==> config.mk <==
export PLATFORM = sky130hd
export DESIGN_NAME = multicycle_ctrl
export DESIGN_NICKNAME = d
export VERILOG_FILES = /design/src/rtl/multicycle_ctrl_pkg.sv /design/src/rtl/multicycle_ctrl_decode.sv /design/src/rtl/multicycle_ctrl.sv
export SDC_FILE = /design/constraint.sdc
export NUM_CORES = 1
export LEC_CHECK = 0
export BUFFER_PORTS_ARGS = -buffer_cell sky130_fd_sc_hd__buf_2
export CAP_MARGIN = 15
export CORE_AREA = 2 2 70 72
export CTS_CLUSTER_DIAMETER = 50
export CTS_CLUSTER_SIZE = 28
export DETAILED_ROUTE_END_ITERATION = 8
export DIE_AREA = 0 0 72 74
export GPL_TIMING_DRIVEN = 0
export PLACE_DENSITY = 0.73
export SLEW_MARGIN = 20
export SYNTH_ARGS = -nofsm -noshare
export SYNTH_HDL_FRONTEND = slang
export SYNTH_SLANG_ARGS = --single-unit
==> constraint.sdc <==
create_clock -name clk_i -period 4.5 [get_ports clk_i]
set_input_delay 0.225 -clock clk_i [delete_from_list [all_inputs] [get_ports clk_i]]
set_output_delay 0.225 -clock clk_i [all_outputs]
set_load 0.05 [all_outputs]
==> src/rtl/multicycle_ctrl_pkg.sv <==
// Shared encodings for the multi-cycle MIPS-subset control path:
// sequencer states, opcodes, ALU op codes, mux selects and the control bundle.
package cpu_ctrl_pkg;

  typedef enum logic [3:0] {
    S_FETCH    = 4'd0,
    S_DECODE   = 4'd1,
    S_MEM_ADDR = 4'd2,
    S_MEM_RD   = 4'd3,
    S_MEM_WB   = 4'd4,
    S_MEM_WR   = 4'd5,
    S_R_EXEC   = 4'd6,
    S_R_WB     = 4'd7,
    S_BRANCH   = 4'd8,
    S_JUMP     = 4'd9,
    S_I_EXEC   = 4'd10,
    S_I_WB     = 4'd11,
    S_TRAP     = 4'd12
  } state_t;

  localparam logic [5:0] OP_RTYPE = 6'h00;
  localparam logic [5:0] OP_J     = 6'h02;
  localparam logic [5:0] OP_BEQ   = 6'h04;
  localparam logic [5:0] OP_BNE   = 6'h05;
  localparam logic [5:0] OP_ADDI  = 6'h08;
  localparam logic [5:0] OP_SLTI  = 6'h0A;
  localparam logic [5:0] OP_LW    = 6'h23;
  localparam logic [5:0] OP_SW    = 6'h2B;

  localparam logic [2:0] ALU_ADD   = 3'b000;
  localparam logic [2:0] ALU_SUB   = 3'b001;
  localparam logic [2:0] ALU_RTYPE = 3'b010;
  localparam logic [2:0] ALU_SLT   = 3'b011;

  localparam logic [1:0] SRCB_B       = 2'b00;
  localparam logic [1:0] SRCB_FOUR    = 2'b01;
  localparam logic [1:0] SRCB_IMM     = 2'b10;
  localparam logic [1:0] SRCB_IMM_SH2 = 2'b11;

  localparam logic [1:0] PCSRC_ALU    = 2'b00;
  localparam logic [1:0] PCSRC_ALUOUT = 2'b01;
  localparam logic [1:0] PCSRC_JUMP   = 2'b10;

  typedef struct packed {
    logic       pc_write;
    logic       pc_write_cond;
    logic       branch_ne;
    logic       i_or_d;
    logic       mem_read;
    logic       mem_write;
    logic       ir_write;
    logic       mem_to_reg;
    logic       reg_dst;
    logic       reg_write;
    logic       alu_src_a;
    logic [1:0] alu_src_b;
    logic [2:0] alu_op;
    logic [1:0] pc_source;
    logic       trap;
  } ctrl_t;

endpackage

==> src/rtl/multicycle_ctrl_decode.sv <==
// Combinational control table: current state, opcode and handshake inputs
// map to the datapath control bundle, the next state and a retire strobe.
module ctrl_decode
  import cpu_ctrl_pkg::*;
(
  input  state_t      state,
  input  logic [5:0]  opcode,
  input  logic        run,
  input  logic        mem_ready,
  output ctrl_t       ctrl,
  output state_t      next_state,
  output logic        retire
);

  always_comb begin
    ctrl       = '0;
    next_state = state;
    retire     = 1'b0;
    case (state)
      S_FETCH: begin
        if (run) begin
          ctrl.mem_read  = 1'b1;
          ctrl.alu_src_b = SRCB_FOUR;
          ctrl.alu_op    = ALU_ADD;
          ctrl.pc_source = PCSRC_ALU;
          // IR and PC only load on the cycle the memory actually returns data
          if (mem_ready) begin
            ctrl.ir_write = 1'b1;
            ctrl.pc_write = 1'b1;
            next_state    = S_DECODE;
          end
        end
      end
      S_DECODE: begin
        ctrl.alu_src_b = SRCB_IMM_SH2;
        ctrl.alu_op    = ALU_ADD;
        case (opcode)
          OP_LW, OP_SW:    next_state = S_MEM_ADDR;
          OP_RTYPE:        next_state = S_R_EXEC;
          OP_BEQ, OP_BNE:  next_state = S_BRANCH;
          OP_J:            next_state = S_JUMP;
          OP_ADDI, OP_SLTI: next_state = S_I_EXEC;
          default:         next_state = S_TRAP;
        endcase
      end
      S_MEM_ADDR: begin
        ctrl.alu_src_a = 1'b1;
        ctrl.alu_src_b = SRCB_IMM;
        ctrl.alu_op    = ALU_ADD;
        next_state     = (opcode == OP_LW) ? S_MEM_RD : S_MEM_WR;
      end
      S_MEM_RD: begin
        ctrl.mem_read = 1'b1;
        ctrl.i_or_d   = 1'b1;
        if (mem_ready) next_state = S_MEM_WB;
      end
      S_MEM_WB: begin
        ctrl.mem_to_reg = 1'b1;
        ctrl.reg_write  = 1'b1;
        next_state      = S_FETCH;
        retire          = 1'b1;
      end
      S_MEM_WR: begin
        ctrl.mem_write = 1'b1;
        ctrl.i_or_d    = 1'b1;
        if (mem_ready) begin
          next_state = S_FETCH;
          retire     = 1'b1;
        end
      end
      S_R_EXEC: begin
        ctrl.alu_src_a = 1'b1;
        ctrl.alu_src_b = SRCB_B;
        ctrl.alu_op    = ALU_RTYPE;
        next_state     = S_R_WB;
      end
      S_R_WB: begin
        ctrl.reg_dst   = 1'b1;
        ctrl.reg_write = 1'b1;
        next_state     = S_FETCH;
        retire         = 1'b1;
      end
      S_BRANCH: begin
        ctrl.alu_src_a     = 1'b1;
        ctrl.alu_src_b     = SRCB_B;
        ctrl.alu_op        = ALU_SUB;
        ctrl.pc_write_cond = 1'b1;
        ctrl.pc_source     = PCSRC_ALUOUT;
        ctrl.branch_ne     = (opcode == OP_BNE);
        next_state         = S_FETCH;
        retire             = 1'b1;
      end
      S_JUMP: begin
        ctrl.pc_write  = 1'b1;
        ctrl.pc_source = PCSRC_JUMP;
        next_state     = S_FETCH;
        retire         = 1'b1;
      end
      S_I_EXEC: begin
        ctrl.alu_src_a = 1'b1;
        ctrl.alu_src_b = SRCB_IMM;
        ctrl.alu_op    = (opcode == OP_SLTI) ? ALU_SLT : ALU_ADD;
        next_state     = S_I_WB;
      end
      S_I_WB: begin
        ctrl.reg_write = 1'b1;
        next_state     = S_FETCH;
        retire         = 1'b1;
      end
      S_TRAP: begin
        ctrl.trap  = 1'b1;
        next_state = S_TRAP;
      end
      default: next_state = S_TRAP;
    endcase
  end

endmodule

==> src/rtl/multicycle_ctrl.sv <==
// Multi-cycle CPU control sequencer: holds the state register and the
// retired-instruction counter around the combinational control table.
module multicycle_ctrl
  import cpu_ctrl_pkg::*;
#(
  parameter int CNT_W = 32
) (
  input  logic             clk_i,
  input  logic             rst_i,
  input  logic             run_i,
  input  logic [5:0]       opcode_i,
  input  logic             mem_ready_i,
  output logic             pc_write_o,
  output logic             pc_write_cond_o,
  output logic             branch_ne_o,
  output logic             i_or_d_o,
  output logic             mem_read_o,
  output logic             mem_write_o,
  output logic             ir_write_o,
  output logic             mem_to_reg_o,
  output logic             reg_dst_o,
  output logic             reg_write_o,
  output logic             alu_src_a_o,
  output logic [1:0]       alu_src_b_o,
  output logic [2:0]       alu_op_o,
  output logic [1:0]       pc_source_o,
  output logic             trap_o,
  output logic [3:0]       state_o,
  output logic [CNT_W-1:0] retired_o
);

  state_t           state;
  state_t           next_state;
  ctrl_t            ctrl;
  ctrl_t            ctrl_gated;
  logic             retire;
  logic [CNT_W-1:0] retired;

  ctrl_decode u_decode (
    .state      (state),
    .opcode     (opcode_i),
    .run        (run_i),
    .mem_ready  (mem_ready_i),
    .ctrl       (ctrl),
    .next_state (next_state),
    .retire     (retire)
  );

  always_ff @(posedge clk_i or negedge rst_i) begin
    if (!rst_i) begin
      state   <= S_FETCH;
      retired <= '0;
    end else begin
      state <= next_state;
      if (retire) retired <= retired + CNT_W'(1);
    end
  end

  // FETCH with run_i high would otherwise strobe memory while reset is held
  assign ctrl_gated = rst_i ? ctrl : '0;

  assign pc_write_o      = ctrl_gated.pc_write;
  assign pc_write_cond_o = ctrl_gated.pc_write_cond;
  assign branch_ne_o     = ctrl_gated.branch_ne;
  assign i_or_d_o        = ctrl_gated.i_or_d;
  assign mem_read_o      = ctrl_gated.mem_read;
  assign mem_write_o     = ctrl_gated.mem_write;
  assign ir_write_o      = ctrl_gated.ir_write;
  assign mem_to_reg_o    = ctrl_gated.mem_to_reg;
  assign reg_dst_o       = ctrl_gated.reg_dst;
  assign reg_write_o     = ctrl_gated.reg_write;
  assign alu_src_a_o     = ctrl_gated.alu_src_a;
  assign alu_src_b_o     = ctrl_gated.alu_src_b;
  assign alu_op_o        = ctrl_gated.alu_op;
  assign pc_source_o     = ctrl_gated.pc_source;
  assign trap_o          = ctrl_gated.trap;
  assign state_o         = state;
  assign retired_o       = retired;

endmodule

=== Word level (Yosys, flattened, before mapping) ===
Index checks and enable logic that the tools add are counted.

* Add/subtract/negate cells: 1
* Eq/ne operators: 23
* Mux-type cells: 27
* Reduce and logical (&&, ||, !) cells: 10

{| class="wikitable"
|+ Operator list
! cell !! count
|-
| $add A32 B1 Y32 const B || 1
|-
| $pmux W4 S8 || 1
|-
| $pmux W5 S6 || 1
|-
| $eq A4 B4 Y1 const B || 5
|-
| $pmux W4 S5 || 1
|-
| $mux W19 || 1
|-
| $eq A4 B3 Y1 const B || 4
|-
| $mux W4 || 4
|-
| $eq A6 B3 Y1 const B || 2
|-
| $eq A6 B4 Y1 const B || 2
|-
| $eq A6 B6 Y1 const B || 2
|-
| $mux W1 || 11
|-
| $eq A4 B2 Y1 const B || 2
|-
| $ne A2 B2 Y1 const B || 4
|-
| $reduce_or A2 Y1 || 4
|-
| $eq A6 B2 Y1 const B || 1
|-
| $logic_not A6 Y1 || 1
|-
| $mux W6 || 1
|-
| $pmux W1 S2 || 3
|-
| $pmux W2 S3 || 1
|-
| $reduce_or A5 Y1 || 1
|-
| $eq A4 B1 Y1 const B || 1
|-
| $logic_not A4 Y1 || 1
|-
| $mux W2 || 2
|-
| other kinds (4) || 4
|}

* Flip-flop bits (word level): 36
* Input bits: 10
* Output and inout port bits: 55
* Logic and storage cells: 63

=== Depth between registers and ports, before layout ===
Gate-level depths: netlist of the first run.

* Word-level depth: 4
* Mapped depth: 6
* Mapped depth without buffers: 5

=== By module ===
From an unflattened synthesis of the first run, not the netlist that was laid out.

* Cell total of the unflattened synthesis: 234
* Area, all modules: 2,209.6 um2

{| class="wikitable"
|+ By module, submodules not included
! module !! times used !! cells each !! area each (um2) !! seq. area each (um2)
|-
| multicycle_ctrl || 1 || 148 || 1,687.9 || 900.9
|-
| ctrl_decode || 1 || 86 || 521.8 || 0.0
|}

=== Least setup slack after synthesis of the first run ===
OpenSTA, ideal clock, no wires.

* Path kind: register to output
* Start: register state[3] (netlist: state_o[3])
* End: output pc_write_o
* Arrival: 2.979 ns
* Data required time: 4.275 ns
* Slack: 1.296 ns
* Cell stages (with the launch flop): 5
* Cells stage by stage: dfrtp_1 nor2_1 nand2_1 nor4_1 or2_2

* Cells in the longest elaborated chain, start to end: 3

{| class="wikitable"
|+ Ends and longest elaborated chain
! item !! line !! RTL
|-
| start, declared || multicycle_ctrl.sv:32 || <nowiki>state_t state;</nowiki>
|-
| start signal, assigned || multicycle_ctrl.sv:54 || <nowiki>state <= next_state;</nowiki>
|-
| $eq A4 B4 Y1 / $logic_not A4 Y1 (equally long branches) || multicycle_ctrl_decode.sv:19 || <nowiki>case (state)</nowiki>
|-
| $pmux W1 S2 (*) || multicycle_ctrl_decode.sv:19 ||
|-
| $mux W19 (*) || multicycle_ctrl.sv:60 || <nowiki>assign ctrl_gated = rst_i ? ctrl : '0;</nowiki>
|-
| end, declared || multicycle_ctrl.sv:13 || <nowiki>output logic pc_write_o,</nowiki>
|}

Every way passes the cells marked *; elsewhere a longest branch is shown, timed or not.

=== Worst setup path after layout of the first run ===
* Start: register state[0] (netlist: state_o[0])
* End: output alu_src_b_o[0]

* Cells in the longest elaborated chain, start to end: 3

{| class="wikitable"
|+ Ends and longest elaborated chain
! item !! line !! RTL
|-
| $eq A4 B4 Y1 (tied with other cells) || multicycle_ctrl_decode.sv:19 ||
|-
| $pmux W5 S6 (*) || multicycle_ctrl_decode.sv:19 ||
|-
| $mux W19 (*) || multicycle_ctrl.sv:60 ||
|-
| end, declared || multicycle_ctrl.sv:24 || <nowiki>output logic [1:0] alu_src_b_o,</nowiki>
|}

Marked as above.

==> flow_summary.yaml, run 1 <==
worst_setup_path:
  worstPathArrival_ns: 2.09
  cp-startpoint: "state_o[0]"
  worst_setup_path_start_kind: "flip-flop"
  timing.rr.start: "state_o[1]"
  crit_type: "flip-flop to primary output"
  end_kind: "primary output"
  crit_required_ns: 4.28
  crit_fanout: 10
  r2r_cells: 6
synthesis:
  synth-edff-count: 0
  yosysSeqAreaShare_pct: 40.6
  yosysUniqueCellTypes: 48
  synth.avg_cell_area_um2: 9.40
  synth_area_mm2: 0.00222
  synthArstFlopShare_pct: 100
  ys_seq_elements: 36
  synth_area_leaders: "dfrtp_1, xnor2_1, xor2_1"
  yosys.area.top_type: "dfrtp_1"
  ys_warn_count: 0
  synth_nets: 247
  netlist_instances: 236
  synth-main-ff-cell: "dfrtp_1"
  yosysTopAreaCellShare_pct: 40.6
layout:
  stdcell_count: 361
  syn2layout_area_growth_pct: 21.3
  nets: 317
  layout_commonest_cell: "buf_2"
  drive_above_1_share_pct: 28.3
  diodes: 0
  post-route-cell-area_mm2: 0.00269
  fillers: 418
  mostFrequentLayoutCells: "buf_2, dfrtp_1, xnor2_1, nand2_1, nor3_1"
  final_util_pct: 58.5
min_path:
  hp-class: "primary input to async pin"
power:
  p_int_uw: 648
  clkPwrFrac_pct: 18.7
  combPwrFrac_pct: 48.2
  peakVddDrop_v: 0.000299
  p_sw_share_pct: 47.8
  finalPower_mw: 1.24
  powerDensity_mw_per_mm2: 461
  switchingPower_uw: 593
  seq_power_share_pct: 33.1
  power.static_leakage_nw: 1.35
sta:
  finalClockSkew_ns: 0.00562
  finalCriticalPeriod_ns: 2.32
  hold_viol_final: 0
  max_freq_mhz: 432
  tightest_slew_ns: 0.889
  slew_headroom_pct: 40.7
  finalCritPeriodShare_pct: 51.5
  layout_setup_ws_ns: 2.18
  fin_setup_tns_ns: 0
  rsz0062_at_grt: "false"
  setup_violations: 0
  holdWs_ns: 0.0600
  drv_slew: 0
clocking:
  htreeDepth: 2
  worstSkewPairLatency_ns: 0.28
  cts.clk_slew.worst_paths_ns: 0.06
  cts_tree: "done"
  cts_buffers: 5
  post_cts_buffers: 0
  postCtsResizedCells: 0
  cts_hold_buf: 0
  cts.sink_count: 36
  cts_buffer_depth: 2
  clock-root-buffer: "clkbuf_8"
drt:
  first_iter_violations: 168
  drc: 0
  viasPerCell: 5.62
  route.antenna.remaining_nets: 0
  wl_met3_um: 232
  drt_wl_total_mm: 5.15
  maxUsedRoutingLayer: "met4"
  m1WireLength_mm: 2.35
  routedWlPerCell_um: 14.3
  wl_met2_mm: 2.48
  first_pass_iters: 4
  via_count: 2028
grt:
  grt-ovfl-total: 0
  grt_max_degree: 44
  track_usage_pct: 20.7
  grt_pass1_vias: 1850
  antenna_found_initial: 0
  grt_pass1_wl_mm: 8.76
floorplan:
  core_mm2: 0.00460
  initial_core_util_pct: 48.2
  row_count: 25
  fp.dieH_um: 74
  dieWidth_um: 72
  die_area_mm2: 0.00533
  ios: 65
place:
  io_buffers: 63
  gp_congestion: 0.880
  dp_slack_ns: 2.23
  dpl_cell_area_mm2: 0.00260
  dp_cells: 353
  dp_hpwl_mm: 3.85
job:
  cap_violations: 0
status:
  status: "finished, final reports clean"
-- area by class of cell --
| cell class | count | area (µm²) | area share [%] |
|---|---|---|---|
| multi-input combinational | 181 | 1230 | 45.7 |
| sequential | 36 | 901 | 33.5 |
| timing repair buffer | 63 | 315 | 11.7 |
| buffer | 12 | 61.3 | 2.28 |
| inverter | 7 | 26.3 | 0.976 |
| clock buffer | 8 | 90.1 | 3.35 |
| tap | 54 | 67.6 | 2.51 |
-- sequential cells by signal, indices dropped and copies added (netlist names) --
signal / cells
retired_o: 32
state_o: 4
-- per-layer routing --
layer | global-route usage, % | vias to the layer above
li1 | - | 1003
met3 | 4.20 | 8
met5 | 0 | -
met1 | 27.6 | 958
met4 | 7.34 | 0
met2 | 34.1 | 59
-- synthesized netlist by cell type, types with 3 or more instances --
cell type,count
nand4_1,13
o21ai_0,5
buf_1,3
nand2b_1,5
xnor2_1,21
clkbuf_1,5
nand2_1,19
xor2_1,12
dfrtp_1,36
a21oi_1,9
nor3_1,16
nor2_1,11
and2_1,4
nor4_1,6
and4_1,3
nand3_1,11
and3_1,8
nor4_2,6
inv_1,7
-- logic make-up after synthesis --
kind of cell	count (synthesis)	share of synthesized area [%]
multiplexers	1	0.451
AND/OR/NAND/NOR	120	34.1
XOR/XNOR	33	13.0
other	1	0.169
buffers and inverters	19	3.95
adder cells (fa/ha/maj)	1	0.564
flip-flops	36	40.6
AO/OA/AOI/OAI	25	7.16
-- worst max-delay path, stage by stage, from the launching register on --
cell and delay (ns):
dfrtp_1 0.42, clkbuf_1 0.37, buf_1 0.41, o21ai_0 0.17
nor3_1 0.15, buf_2 0.29
-- power by group through the flow --
stage	Combinational (mW)	Sequential [mW]	Clock [mW]
final	0.598	0.410	0.232
after global routing	0.649	0.417	0.252
after CTS	0.601	0.411	0.236
after detailed placement	0.598	0.417	0
after global placement	0.596	0.414	0
after floorplan	0.344	0.528	0
-- path summary, 6_finish.rpt --
kind,end,slack [ns]
setup / recovery,alu_src_b_o[0],2.18
min in group clk_i,state_o[0],0.34
hold / removal,retired_o[6],0.06
max in group asynchronous,state_o[0],3.88
hold reg to reg,retired_o[31],0.47
setup reg to reg,retired_o[17],2.46
No activity file was read; power rests on OpenSTA's default activity.
==> run 2, diff against run 1 <==
- ABC_AREA: default -> 1
- CORE_AREA: 2 2 70 72 -> 2 2 77 79
- DIE_AREA: 0 0 72 74 -> 0 0 79 81
- PLACE_DENSITY: 0.73 -> 0.71
- clock period: 4.5 -> 2.2 ns (I/O delays scaled with it)
==> run 2 against run 1 <==
Net effect: clock skew rose by 0.0026 ns; power fell by 5.9%; global-route usage rose by 3.0 points; via count rose by 43%; critical path type unchanged; sequential power rose by 61%.
==> flow_summary.yaml, run 2 <==
status:
  status: "finished, final reports clean"
synthesis:
  yosys.area.top_type: "dfrtp_1"
  synthArstFlopShare_pct: 100
  synth_nets: 447
  muxShareOfSynthArea_pct: 0
  synth_area_leaders: "dfrtp_1, nand2_1, nor2_1"
  yosysTopAreaCellShare_pct: 33.3
  synth_area_mm2: 0.00270
  synthAdderAreaFrac_pct: 0.463
  synth-main-ff-cell: "dfrtp_1"
  ys_warn_count: 0
  synth_most_common_cell: "nand2_1"
  synth_common_cells: "nand2_1, nor2_1, dfrtp_1"
  yosysSeqAreaShare_pct: 33.3
  yosysUniqueCellTypes: 32
  netlist_instances: 436
  synth.avg_cell_area_um2: 6.20
  synth_compound_area_share_pct: 3.47
  synth_top_family_by_area: "simple AND/OR/NAND/NOR gates"
  yosys.area_share.simple_pct: 50.1
  synth-edff-count: 0
  synthXorXnorAreaFrac_pct: 5.09
  ys_seq_elements: 36
floorplan:
  fp.dieH_um: 81
  initial_core_util_pct: 47.6
  row_count: 28
  dieWidth_um: 79
  core_mm2: 0.00568
  ios: 65
  die_area_mm2: 0.00640
worst_setup_path:
  crit_type: "flip-flop to primary output"
  ff2ff_setup_slack_ns: 0.35
  crit_required_ns: 2.09
  crit_fanout: 8
  worstPathArrival_ns: 1.83
  worst_setup_path_start_kind: "flip-flop"
  end_kind: "primary output"
layout:
  multi_input_area_mm2: 0.00161
  largest_reg_flops: 32
  seq_area_um2: 901
  drive_above_1_share_pct: 18.3
  fillers: 611
  diodes: 0
  mostFrequentLayoutCells: "nand2_1, nor2_1, buf_2, dfrtp_1, inv_1"
  nets: 519
  syn2layout_area_growth_pct: 19.3
  layout_commonest_cell: "nand2_1"
  final_util_pct: 56.8
place:
  gp_congestion: 0.932
  dp_hpwl_mm: 5.63
  dp_slack_ns: 0.211
  io_buffers: 63
clocking:
  htreeDepth: 2
  post_cts_buffers: 0
  cts_buffers: 5
  cts_buffer_depth: 2
  cts_tree: "done"
  worstSkewPairLatency_ns: 0.29
  cts.sink_count: 36
  clock-root-buffer: "clkbuf_8"
  cts.clk_slew.worst_paths_ns: 0.06
sta:
  rsz0062_at_grt: "false"
  fin_setup_tns_ns: 0
  hold_viol_final: 0
  drv_slew: 0
  finalCritPeriodShare_pct: 88.0
  finalCriticalPeriod_ns: 1.94
  setup_violations: 0
  layout_setup_ws_ns: 0.264
  max_freq_mhz: 516
  finalClockSkew_ns: 0.00818
grt:
  track_usage_pct: 23.8
  antenna_found_initial: 0
  grt-ovfl-total: 0
  grt_max_degree: 37
  grt_pass1_wl_mm: 12.0
  grt_pass1_vias: 2660
min_path:
  hp-class: "primary input to flip-flop"
drt:
  route.antenna.remaining_nets: 0
  drc: 0
  first_iter_violations: 164
  drt_wl_total_mm: 7.27
  via_count: 2899
  first_pass_iters: 4
  viasPerCell: 4.97
  routedWlPerCell_um: 12.5
power:
  peakVddDrop_v: 0.000176
  power.static_leakage_nw: 1.73
  powerDensity_mw_per_mm2: 363
job:
  cap_violations: 0
-- run 2: cell count changes after synthesis, moves of 7 or more --
cell | previous run | this run
nand3b_1 | 1 | 16
xnor2_1 | 21 | 4
nand2_1 | 19 | 191
nor3_1 | 16 | 5
nand4_1 | 13 | 2
nor2_1 | 11 | 83
and3_1 | 8 | 1
inv_1 | 7 | 33
-- run 2: cells by family after synthesis --
kind of cell | Yosys count
compound gates | 17
xor+xnor | 14
fa+ha+maj | 1
buf+inv | 43
flops | 36
other cells | 1
simple gates | 324
-- run 2: path summary, 6_finish.rpt --
check                           endpoint     startpoint  cells after the start
setup reg to reg           retired_o[16]   retired_o[0]                      8
hold reg to reg            retired_o[31]  retired_o[31]                      2
setup / recovery              mem_read_o     state_o[2]                      6
hold / removal                state_o[0]    mem_ready_i                      2
max in group asynchronous     state_o[3]          rst_i                      3
min in group asynchronous   retired_o[0]          rst_i                      3
-- run 2: worst max-delay path, stage by stage, from the launching register on --
cell and delay (ns):
dfrtp_1 0.50, nor2_1 0.29, nand2_1 0.12, nor2_1 0.15
inv_1 0.07, a21oi_1 0.13, buf_2 0.28
-- run 2: per-layer routing --
layer | up-vias | GRT usage (%) | share of wire (%)
met5 | - | 0 | 0
met4 | 0 | 7.07 | 1.3
met3 | 8 | 3.33 | 6.8
met2 | 94 | 41.8 | 48
met1 | 1310 | 30.5 | 44
li1 | 1487 | - | -
-- run 2: repair_timing --
item,CTS,global route
hold buffers,2,0
gates resized for setup,0,0
endpoints found under the hold margin,36,0
-- run 2: metrics by stage --
| stage | std cells | area, µm² | hold slack [ns] | power (mW) |
|---|---|---|---|---|
| after detailed placement | 574 | 3110 | 0.276 | 0.727 |
| after global placement | 574 | 3110 | 0.265 | 0.726 |
| after global routing | 583 | 3220 | 0.0918 | 1.22 |
| final | 583 | 3220 | 0.0909 | 1.17 |
| after CTS | 583 | 3220 | 0.0837 | 1.19 |
| after floorplan | 436 | 2710 | -0.186 | 0.698 |
-- run 2: area by class of cell --
class	count	share of cell area, %
clock buffer	6	2.25
buffer	7	1.98
multi-input combinational	357	49.8
sequential	36	28.0
timing repair buffer	65	10.7
clock inverter	1	0.155
tap	75	2.91
inverter	36	4.19
-- run 2: where the power goes --
part | switching [mW] | leakage (nW) | internal [mW]
clock | 0.233 | 0.0410 | 0.215
sequential | 0 | 0.477 | 0.661
combinational | 0.0409 | 1.21 | 0.0173
